$ cat config.mk
export PLATFORM = sky130hd
export DESIGN_NAME = mem_bus_arbiter
export DESIGN_NICKNAME = d
export VERILOG_FILES = /design/src/rtl/mem_arb_pkg.sv /design/src/rtl/arb_owner_fifo.sv /design/src/rtl/mem_bus_arbiter.sv
export SDC_FILE = /design/constraint.sdc
export NUM_CORES = 1
export LEC_CHECK = 0
export BUFFER_PORTS_ARGS = -buffer_cell sky130_fd_sc_hd__buf_2
export CAP_MARGIN = 20
export CELL_PAD_IN_SITES_DETAIL_PLACEMENT = 0
export CELL_PAD_IN_SITES_GLOBAL_PLACEMENT = 1
export CORE_AREA = 2 2 158 160
export CTS_BUF_LIST = sky130_fd_sc_hd__clkbuf_4 sky130_fd_sc_hd__clkbuf_8
export DETAILED_ROUTE_END_ITERATION = 8
export DIE_AREA = 0 0 160 162
export PLACE_DENSITY = 0.55
export SLEW_MARGIN = 40
export SYNTH_ARGS = -nofsm -noshare
export SYNTH_HDL_FRONTEND = slang
export SYNTH_HIERARCHICAL = 1
export SYNTH_SLANG_ARGS = --single-unit
$ cat constraint.sdc
create_clock -name clk -period 3.4 [get_ports clk]
set_input_delay 0.34 -clock clk [delete_from_list [all_inputs] [get_ports clk]]
set_output_delay 0.34 -clock clk [all_outputs]
set_load 0.02 [all_outputs]
$ cat src/rtl/mem_arb_pkg.sv
// Shared owner encoding, write FSM states and tie-break helper for mem_bus_arbiter.
// Build option MEM_ARB_DATA_PRIO_EN gives the data master every tie.
package mem_arb_pkg;

    localparam logic OWNER_I = 1'b0;
    localparam logic OWNER_D = 1'b1;

    typedef enum logic {
        W_IDLE,
        W_BUSY
    } wstate_e;

    function automatic logic pick(
        input logic req_i,
        input logic req_d,
        input logic tie
    );
        if (req_i && req_d) begin
            return tie;
        end else if (req_d) begin
            return OWNER_D;
        end
        return OWNER_I;
    endfunction

endpackage

$ cat src/rtl/arb_owner_fifo.sv
// In-order FIFO of 1-bit read owner IDs; head selects the rdata destination.
// Option MEM_ARB_DATA_PRIO_EN does not affect this block.
module arb_owner_fifo #(
    parameter int DEPTH = 4
) (
    input  logic clk,
    input  logic rst,
    input  logic push_i,
    input  logic pop_i,
    input  logic din_i,
    output logic head_o,
    output logic full_o,
    output logic empty_o
);

    localparam int AW = $clog2(DEPTH);
    localparam logic [AW-1:0] PTR_ONE = AW'(1);
    localparam logic [AW:0] CNT_ONE = (AW + 1)'(1);
    localparam logic [AW:0] CNT_FULL = (AW + 1)'(DEPTH);

    logic [DEPTH-1:0] mem_q;
    logic [AW-1:0] wptr_q;
    logic [AW-1:0] rptr_q;
    logic [AW:0] cnt_q;

    always_ff @(posedge clk) begin
        if (rst) begin
            wptr_q <= '0;
            rptr_q <= '0;
            cnt_q  <= '0;
        end else begin
            if (push_i) begin
                mem_q[wptr_q] <= din_i;
                wptr_q <= wptr_q + PTR_ONE;
            end
            if (pop_i) begin
                rptr_q <= rptr_q + PTR_ONE;
            end
            case ({push_i, pop_i})
                2'b10:   cnt_q <= cnt_q + CNT_ONE;
                2'b01:   cnt_q <= cnt_q - CNT_ONE;
                default: cnt_q <= cnt_q;
            endcase
        end
    end

    assign head_o  = mem_q[rptr_q];
    assign full_o  = (cnt_q == CNT_FULL);
    assign empty_o = (cnt_q == '0);

endmodule

$ cat src/rtl/mem_bus_arbiter.sv
// Shares one memory bus between instruction and data masters (split read/write channels).
// Define MEM_ARB_DATA_PRIO_EN to make the data master win every tie.
module mem_bus_arbiter
    import mem_arb_pkg::*;
#(
    parameter int bus_width       = 32,
    parameter int max_outstanding = 4
) (
    input  logic                 clk,
    input  logic                 rst,
    input  logic                 i_raddr_valid,
    input  logic                 i_waddr_valid,
    input  logic                 i_wdata_valid,
    input  logic                 i_rdata_ready,
    input  logic [bus_width-1:0] i_raddr,
    input  logic [bus_width-1:0] i_waddr,
    input  logic [bus_width-1:0] i_wdata,
    output logic                 i_raddr_ready,
    output logic                 i_waddr_ready,
    output logic                 i_wdata_ready,
    output logic                 i_rdata_valid,
    output logic [bus_width-1:0] i_rdata,
    input  logic                 d_raddr_valid,
    input  logic                 d_waddr_valid,
    input  logic                 d_wdata_valid,
    input  logic                 d_rdata_ready,
    input  logic [bus_width-1:0] d_raddr,
    input  logic [bus_width-1:0] d_waddr,
    input  logic [bus_width-1:0] d_wdata,
    output logic                 d_raddr_ready,
    output logic                 d_waddr_ready,
    output logic                 d_wdata_ready,
    output logic                 d_rdata_valid,
    output logic [bus_width-1:0] d_rdata,
    output logic                 m_raddr_valid,
    output logic                 m_waddr_valid,
    output logic                 m_wdata_valid,
    output logic                 m_rdata_ready,
    output logic [bus_width-1:0] m_raddr,
    output logic [bus_width-1:0] m_waddr,
    output logic [bus_width-1:0] m_wdata,
    input  logic                 m_raddr_ready,
    input  logic                 m_waddr_ready,
    input  logic                 m_wdata_ready,
    input  logic                 m_rdata_valid,
    input  logic [bus_width-1:0] m_rdata
);

    logic rd_lock_q, rd_lock_own_q, rd_tie, w_tie;
    logic rd_win, rd_wvalid, rd_open, rd_hs;
    logic f_head, f_full, f_empty, f_pop, hd_i, hd_d;
    wstate_e wst_q;
    logic wown_q, adone_q, ddone_q;
    logic w_busy, own_i, own_d, aw_hs, w_hs, w_req_i, w_req_d;

`ifdef MEM_ARB_DATA_PRIO_EN
    assign rd_tie = OWNER_D;
    assign w_tie  = OWNER_D;
`else
    logic rd_ptr_q, w_ptr_q;
    assign rd_tie = rd_ptr_q;
    assign w_tie  = w_ptr_q;
`endif

    // Read address: pass-through, grant pinned while a stalled request waits
    always_comb begin
        rd_win = rd_lock_q ? rd_lock_own_q
                           : pick(i_raddr_valid, d_raddr_valid, rd_tie);
        rd_wvalid = (rd_win == OWNER_D) ? d_raddr_valid : i_raddr_valid;
        rd_open = !rst && !f_full;
        m_raddr_valid = rd_open && rd_wvalid;
        m_raddr = (rd_win == OWNER_D) ? d_raddr : i_raddr;
        i_raddr_ready = rd_open && (rd_win == OWNER_I) && m_raddr_ready;
        d_raddr_ready = rd_open && (rd_win == OWNER_D) && m_raddr_ready;
        rd_hs = m_raddr_valid && m_raddr_ready;
    end

    always_ff @(posedge clk) begin
        if (rst) begin
            rd_lock_q     <= 1'b0;
            rd_lock_own_q <= OWNER_I;
`ifndef MEM_ARB_DATA_PRIO_EN
            rd_ptr_q      <= OWNER_I;
`endif
        end else begin
            rd_lock_q     <= rd_wvalid && !rd_hs;
            rd_lock_own_q <= rd_win;
`ifndef MEM_ARB_DATA_PRIO_EN
            if (rd_hs) begin
                rd_ptr_q <= ~rd_win;
            end
`endif
        end
    end

    arb_owner_fifo #(
        .DEPTH(max_outstanding)
    ) u_fifo (
        .clk    (clk),
        .rst    (rst),
        .push_i (rd_hs),
        .pop_i  (f_pop),
        .din_i  (rd_win),
        .head_o (f_head),
        .full_o (f_full),
        .empty_o(f_empty)
    );

    always_comb begin
        hd_i = !rst && !f_empty && (f_head == OWNER_I);
        hd_d = !rst && !f_empty && (f_head == OWNER_D);
        i_rdata_valid = hd_i && m_rdata_valid;
        d_rdata_valid = hd_d && m_rdata_valid;
        m_rdata_ready = (hd_i && i_rdata_ready) || (hd_d && d_rdata_ready);
        f_pop = m_rdata_valid && m_rdata_ready;
    end

    assign i_rdata = m_rdata;
    assign d_rdata = m_rdata;

    // Write channels are driven only from the latched owner while busy
    always_comb begin
        w_req_i = i_waddr_valid || i_wdata_valid;
        w_req_d = d_waddr_valid || d_wdata_valid;
        w_busy = !rst && (wst_q == W_BUSY);
        own_i = w_busy && (wown_q == OWNER_I);
        own_d = w_busy && (wown_q == OWNER_D);
        m_waddr_valid = !adone_q &&
                        ((own_i && i_waddr_valid) || (own_d && d_waddr_valid));
        m_wdata_valid = !ddone_q &&
                        ((own_i && i_wdata_valid) || (own_d && d_wdata_valid));
        m_waddr = (wown_q == OWNER_D) ? d_waddr : i_waddr;
        m_wdata = (wown_q == OWNER_D) ? d_wdata : i_wdata;
        i_waddr_ready = own_i && !adone_q && m_waddr_ready;
        d_waddr_ready = own_d && !adone_q && m_waddr_ready;
        i_wdata_ready = own_i && !ddone_q && m_wdata_ready;
        d_wdata_ready = own_d && !ddone_q && m_wdata_ready;
        aw_hs = m_waddr_valid && m_waddr_ready;
        w_hs = m_wdata_valid && m_wdata_ready;
    end

    always_ff @(posedge clk) begin
        if (rst) begin
            wst_q   <= W_IDLE;
            wown_q  <= OWNER_I;
            adone_q <= 1'b0;
            ddone_q <= 1'b0;
`ifndef MEM_ARB_DATA_PRIO_EN
            w_ptr_q <= OWNER_I;
`endif
        end else begin
            unique case (wst_q)
                W_IDLE: begin
                    if (w_req_i || w_req_d) begin
                        wst_q   <= W_BUSY;
                        wown_q  <= pick(w_req_i, w_req_d, w_tie);
                        adone_q <= 1'b0;
                        ddone_q <= 1'b0;
                    end
                end
                W_BUSY: begin
                    adone_q <= adone_q || aw_hs;
                    ddone_q <= ddone_q || w_hs;
                    if ((adone_q || aw_hs) && (ddone_q || w_hs)) begin
                        wst_q <= W_IDLE;
`ifndef MEM_ARB_DATA_PRIO_EN
                        w_ptr_q <= ~wown_q;
`endif
                    end
                end
            endcase
        end
    end

endmodule

==> flow_summary.yaml, run 1 <==
run_status:
  status: "completed"
critical_path:
  critPathCaptureType: "flip-flop"
  critPathTopFamily: "multiplexers"
  cp_slowest_cell: "mux4_2"
  crit_path_start: "u_fifo/rptr_q[0]"
  crit_cells: 10
  reg2reg_to: "u_fifo/cnt_q[2]"
  cp-start-kind: "flip-flop"
  crit_fanout: 3
  max_stage_delay_ps: 570
  r2r_slack_ps: 600
  cp.arrival_ps: 3000
  endpoint: "u_fifo/cnt_q[2]"
  crit_type: "flip-flop to flip-flop"
  r2r_cells: 10
  reg2reg_from: "u_fifo/rptr_q[0]"
  worstPathCellList: "mux4_2 > mux2i_1 > nor3_1 > and2_1 > ha_1 > inv_1 > fa_1 > xor2_1 > or3_1 > a21oi_1"
  path_buf_inv: 1
  cp.required_ps: 3600
floorplan:
  dieHeight_microns: 162
  start_util_pct: 11.1
  dieArea_sq_mm: 0.0259
  die-width_microns: 160
  num_rows: 57
  coreArea_sq_mm: 0.0241
  ios: 410
pwr:
  cellPowerDensity_mw_per_mm2: 232
  leakagePower_nw: 2.02
  total_power_mw: 0.969
  ir_drop_mv: 0.126
drt:
  vias_per_cell: 3.43
  drcViolationCount: 0
  post_drt_wl_per_cell_microns: 16.2
  drtAntennaViolNets: 0
  drt_iter0_drc: 62
  firstDrtPassIters: 4
  via_count: 2923
  drt_wl_total_microns: 13800
logic_synthesis:
  synth_nets: 529
  synth_ff_type: "dfxtp_1"
  synth-seq-area-share_pct: 15.7
  ys_ff_latch: 19
  async_reset_ff_share_pct: 0
  synth.avg_cell_area_sq_um: 9.37
  syn_area_sq_mm: 0.00267
  synthDistinctLibCells: 36
  synthCells: 285
  synth_edf_count: 4
  ys_warn_count: 6
timing:
  min_period_ps: 2800
  whs_ps: 351
  setup_viol: 0
  setup_ws_ps: 604
  worst_slew_pin_slew_ps: 577
  rsz0062_at_grt: "false"
  max_freq_mhz: 358
  period_share_pct: 82.2
  slew_viol_final: 0
  tns_ps: 0
  relSlewSlack_pct: 61.6
  hold_violations: 0
  finalClockSkew_ps: 5.87
min_path:
  hold_class: "input port to flip-flop"
  hold_depth: 2
clocking:
  hold_buffers: 0
  post_cts_resized: 0
  root_buffer: "clkbuf_8"
  htreeDepth: 1
  clk_pin_slew_ps: 80
  cts.sinks: 19
  cts_tree: "built"
  cts_setup_buffers: 0
  clk_path_buf_depth: 2
  cts_made_buffers: 3
  insertion_delay_ps: 260
global_routing:
  gr-total-overflow: 0
  grt_pass1_vias: 2814
  track_usage_pct: 9.54
  antenna_found_initial: 3
  grt_pass1_wl_microns: 18300
  grt_max_degree: 42
place:
  place_area_sq_mm: 0.00413
  hpwlAfterDp_microns: 12500
  placed_cells: 847
  place_ws_ps: 612
  gp_congestion: 0.701
  io_buffers: 313
run:
  maxCapViolCount: 0
final_layout:
  area_delta_synth_final_pct: 56.5
  final_area_sq_mm: 0.00418
  final_util_pct: 17.3
  finalNetCount: 772
  stdcell_count: 851
  drive_above_1_share_pct: 79.9
  n_fill_cell: 2809
  insertedDiodeCount: 0
==> worst min-delay path by stage <==
stage                       end  startpoint
2_1_floorplan          rd_ptr_q    rd_ptr_q
3_3_place_gp           rd_ptr_q    rd_ptr_q
3_5_place_dp           rd_ptr_q    rd_ptr_q
4_1_cts        u_fifo/wptr_q[0]         rst
5_1_grt        u_fifo/wptr_q[0]         rst
6_report       u_fifo/wptr_q[0]         rst
==> state kept, by name, indices dropped and copies added, names as in the netlist <==
register,flops
rd_lock_q,1
rd_ptr_q,1
wst_q,1
wown_q,1
u_fifo/rptr_q,2
u_fifo/wptr_q,2
ddone_q,1
w_ptr_q,1
u_fifo/cnt_q,3
adone_q,1
rd_lock_own_q,1
u_fifo/mem_q,4
==> kinds of logic after synthesis <==
group / synth area share, %
mux: 43.3
fa+ha+maj: 3.09
xor+xnor: 1.64
compound gates: 3.19
flops: 15.7
simple gates: 11.8
buf+inv: 21.3
==> layout make-up <==
cell class / instances / area, sq um / area share (%)
multi-input cells: 182 / 1690 / 40.4
repair buffers: 316 / 1590 / 38.0
flip-flops and latches: 19 / 424 / 10.2
well taps: 324 / 405 / 9.70
clock buffers: 3 / 41.3 / 0.988
inverters: 6 / 22.5 / 0.539
clock inverters: 1 / 7.51 / 0.180
==> Yosys cell counts, types with 3 or more instances <==
cell / n / area share (%)
inv_1: 6 / 0.84
nor3b_1: 3 / 0.84
nand2_1: 4 / 0.56
nor3_1: 9 / 1.7
clkbuf_1: 9 / 1.3
mux2_2: 95 / 40
nor2_1: 16 / 2.2
xor2_1: 3 / 0.98
ha_1: 5 / 2.3
a21oi_1: 5 / 0.94
buf_4: 67 / 19
mux2i_1: 4 / 1.5
edfxtp_1: 4 / 4.5
nor2b_1: 4 / 0.94
o21ai_0: 4 / 0.75
dfxtp_1: 15 / 11
and2_1: 5 / 1.2
==> power breakdown <==
| group | internal, mW | switching (mW) | total (mW) |
|---|---|---|---|
| combinational | 0.255 | 0.294 | 0.549 |
| sequential | 0.239 | 0.0157 | 0.255 |
| clock | 0.0827 | 0.0826 | 0.165 |
==> cells in the final DEF (no fill, tap or decap), types with 4 or more instances in the layout <==
cell,count
nand2_1,4
buf_2,313
a21oi_1,5
ha_1,5
nor3_1,9
nor2b_1,4
mux2i_1,4
o21ai_0,4
and2_1,5
edfxtp_1,4
inv_1,6
dfxtp_1,14
nor2_1,16
mux2_2,95
==> per-layer routing <==
layer | GRT usage [%] | vias up | part of all wire, %
li1 | - | 1414 | -
met1 | 10.3 | 1254 | 37
met2 | 18.1 | 239 | 51
met3 | 3.58 | 12 | 10
met4 | 1.47 | 4 | 1.6
met5 | 0 | - | 0.20
No activity file was read; power rests on OpenSTA's default activity.
==> inputs of run 2 (changes only) <==
--- a/config.mk
+++ b/config.mk
@@ -5,6 +5,7 @@
 export SDC_FILE = /design/constraint.sdc
 export NUM_CORES = 1
 export LEC_CHECK = 0
+export ABC_AREA = 1
 export BUFFER_PORTS_ARGS = -buffer_cell sky130_fd_sc_hd__buf_2
 export CAP_MARGIN = 20
 export CELL_PAD_IN_SITES_DETAIL_PLACEMENT = 0
@@ -13,7 +14,7 @@
 export CTS_BUF_LIST = sky130_fd_sc_hd__clkbuf_4 sky130_fd_sc_hd__clkbuf_8
 export DETAILED_ROUTE_END_ITERATION = 8
 export DIE_AREA = 0 0 160 162
-export PLACE_DENSITY = 0.55
+export PLACE_DENSITY = 0.63
 export SLEW_MARGIN = 40
 export SYNTH_ARGS = -nofsm -noshare
 export SYNTH_HDL_FRONTEND = slang
==> constraint.sdc (replaced) <==
create_clock -name clk -period 2.5 [get_ports clk]
set_input_delay 0.25 -clock clk [delete_from_list [all_inputs] [get_ports clk]]
set_output_delay 0.25 -clock clk [all_outputs]
set_load 0.02 [all_outputs]
==> run 2 against run 1 <==
Maximum frequency is 28% higher. Cell count is 29% higher. Final area increased by 2.7%. Hold slack lost 54 ps. Die area is the same. Synthesized cell count grew 88%. Critical path type unchanged.
==> flow_summary.yaml, run 2 <==
run_status:
  status: "completed"
final_layout:
  max_flop_register: "u_fifo/mem_q"
  drive_above_1_share_pct: 44.5
  insertedDiodeCount: 0
  stdcell_count: 1095
  finalNetCount: 1016
  final_common_cell: "buf_2"
  area_delta_synth_final_pct: 52.4
  largest_register_ffs: 4
  final_cell_mix: "313 x buf_2, 309 x nand2_1, 35 x inv_1"
  top_regs: "u_fifo/mem_q (4), u_fifo/cnt_q (3)"
critical_path:
  max_stage_delay_ps: 390
  critical_path.most_common_cell: "inv_1"
  r2r_slack_ps: 320
  crit_cells: 15
  reg2reg_from: "u_fifo/rptr_q[0]"
  cp.required_ps: 2660
  worstPathCellList: "inv_1 > o21ai_1 > o22ai_1 > inv_1 > nand4_1 > a21oi_2 > ha_1 > inv_2 > fa_1 > inv_1 > nand2_1 > nand3_1 > nand2_1 > inv_1 > nor2_1"
  r2r_cells: 15
  critPathTopFamily: "adder cells"
  cp-start-kind: "flip-flop"
  cp_slowest_cell: "fa_1"
  path_buf_inv: 5
  crit_fanout: 6
  reg2reg_to: "u_fifo/cnt_q[2]"
  critPathCaptureType: "flip-flop"
  cp.arrival_ps: 2340
  crit_type: "flip-flop to flip-flop"
place:
  hpwlAfterDp_microns: 11400
  gp_congestion: 0.750
  io_buffers: 313
  placed_cells: 1091
drt:
  drcViolationCount: 0
  firstDrtPassIters: 4
  drt_iter0_drc: 193
  via_count: 3888
  vias_per_cell: 3.55
  post_drt_wl_per_cell_microns: 12.1
  drtAntennaViolNets: 0
  drt_wl_total_microns: 13300
global_routing:
  grt_pass1_wl_microns: 19700
  gr-total-overflow: 0
  grt_pass1_vias: 3800
  track_usage_pct: 9.45
  grt_max_degree: 70
  antenna_found_initial: 2
logic_synthesis:
  synth_ff_type: "dfxtp_1"
  synth_top_area_share_pct: 41.2
  synthCells: 535
  synthTopCellsByArea: "nand2_1 41%, buf_4 17%, dfxtp_1 11%, inv_1 4.7%, edfxtp_1 4.3%"
  ys_ff_latch: 19
  yosys.area.top_type: "nand2_1"
  synth_nets: 779
  syn_area_sq_mm: 0.00282
  synthDistinctLibCells: 28
  ys_warn_count: 6
  yosysMostFrequentCell: "nand2_1"
  synth-seq-area-share_pct: 14.9
  yosys-top-cells-count: "309 x nand2_1, 64 x buf_4, 35 x inv_1"
  synth_edf_count: 4
  synth.avg_cell_area_sq_um: 5.26
  async_reset_ff_share_pct: 0
floorplan:
  die-width_microns: 160
  ios: 410
  num_rows: 57
  start_util_pct: 11.7
  dieHeight_microns: 162
  dieArea_sq_mm: 0.0259
  coreArea_sq_mm: 0.0241
clocking:
  cts_made_buffers: 3
  insertion_delay_ps: 250
  clk_path_buf_depth: 2
  clk_pin_slew_ps: 70
  cts.sinks: 19
  root_buffer: "clkbuf_8"
  htreeDepth: 1
  post_cts_resized: 0
  hold_buffers: 0
  cts_tree: "built"
  cts_setup_buffers: 0
pwr:
  power.switching_mw: 0.608
  switching_share_pct: 45.4
  sequentialPowerShare_pct: 25.3
  ir_drop_mv: 0.170
  leakagePower_nw: 2.67
  comb_power_share_pct: 58.8
  clkPwrFrac_pct: 15.9
  total_power_mw: 1.34
  p_int_mw: 0.733
  cellPowerDensity_mw_per_mm2: 313
run:
  maxCapViolCount: 0
timing:
  min_period_ps: 2180
  max_freq_mhz: 458
  rsz0062_at_grt: "false"
  hold_violations: 0
  worst_slew_pin_slew_ps: 708
  setup_viol: 0
  finalClockSkew_ps: 2.67
  relSlewSlack_pct: 52.8
  whs_ps: 297
  slew_viol_final: 0
  period_share_pct: 87.3
  tns_ps: 0
min_path:
  hold_depth: 2
  hold_end: "adone_q"
  hold_class: "input port to flip-flop"
  min_from: "rst"
[run 2: cell types whose count changed after synthesis, sizes merged, moves of 5 or more]
| cell | before | now |
|---|---|---|
| nand4 | 0 | 8 |
| nand2 | 4 | 313 |
| mux2 | 97 | 0 |
| inv | 6 | 41 |
| buf | 69 | 82 |
| a21oi | 5 | 12 |
| nor2 | 16 | 21 |
| o21ai | 5 | 12 |
| and2 | 5 | 0 |
[run 2: final cells by class]
type                       count  area, sq um
fill                        2905        19800
sequential                    19          423
tap                          324          405
multi-input combinational    388         1650
inverter                      41          159
clock inverter                 1         5.00
clock buffer                   3         41.3
timing repair buffer         319         1610
[run 2: worst reg2reg max path, stage by stage (launching register included)]
cell and delay, ps:
dfxtp_2 370, inv_1 60, o21ai_1 110, o22ai_1 110
inv_1 90, nand4_1 140, a21oi_2 230, ha_1 210
inv_2 50, fa_1 390, inv_1 70, nand2_1 60
nand3_1 60, nand2_1 50, inv_1 50, nor2_1 30
[run 2: cells by family (layout without fill, tap and decap cells)]
logic type	Yosys count	after routing	share of synthesized area, %
compound gates	25	25	4.62
fa+ha+maj	6	6	2.93
buf+inv	128	364	26.9
flops	19	19	14.9
simple gates	357	357	50.6
[run 2: worst max path at each step]
stage / from / to / slack, ps
4_1_cts: u_fifo/rptr_q[0] / u_fifo/cnt_q[2] / 190
2_1_floorplan: u_fifo/rptr_q[0] / u_fifo/cnt_q[2] / 420
5_1_grt: u_fifo/rptr_q[0] / u_fifo/cnt_q[2] / 50
3_3_place_gp: u_fifo/rptr_q[0] / u_fifo/cnt_q[2] / 220
3_5_place_dp: u_fifo/rptr_q[0] / u_fifo/cnt_q[2] / 200
6_report: u_fifo/rptr_q[0] / u_fifo/cnt_q[2] / 320
[run 2: power groups by stage]
stage / sequential, mW / clock [mW] / combinational (mW)
floorplan: 0.340 / 0 / 0.577
global placement: 0.345 / 0 / 0.804
detailed placement: 0.346 / 0 / 0.801
CTS: 0.338 / 0.224 / 0.806
global route: 0.342 / 0.237 / 0.876
finish: 0.339 / 0.214 / 0.788
[run 2: layer usage]
layer	vias up	global-route usage, %	part of all wire, %
met1	1588	10.8	40
li1	2017	-	-
met4	4	0.450	0.24
met3	9	4.88	14
met5	-	0	0.21
met2	270	16.6	46
[run 2: stage by stage]
step                util [%]  worst slack [ps]  instance area (sq um)
floorplan                  -               419                   2820
global placement        17.6               221                   4230
detailed placement      17.6               200                   4230
CTS                     17.8               194                   4280
global route            17.8              51.9                   4290
finish                  17.8               318                   4290
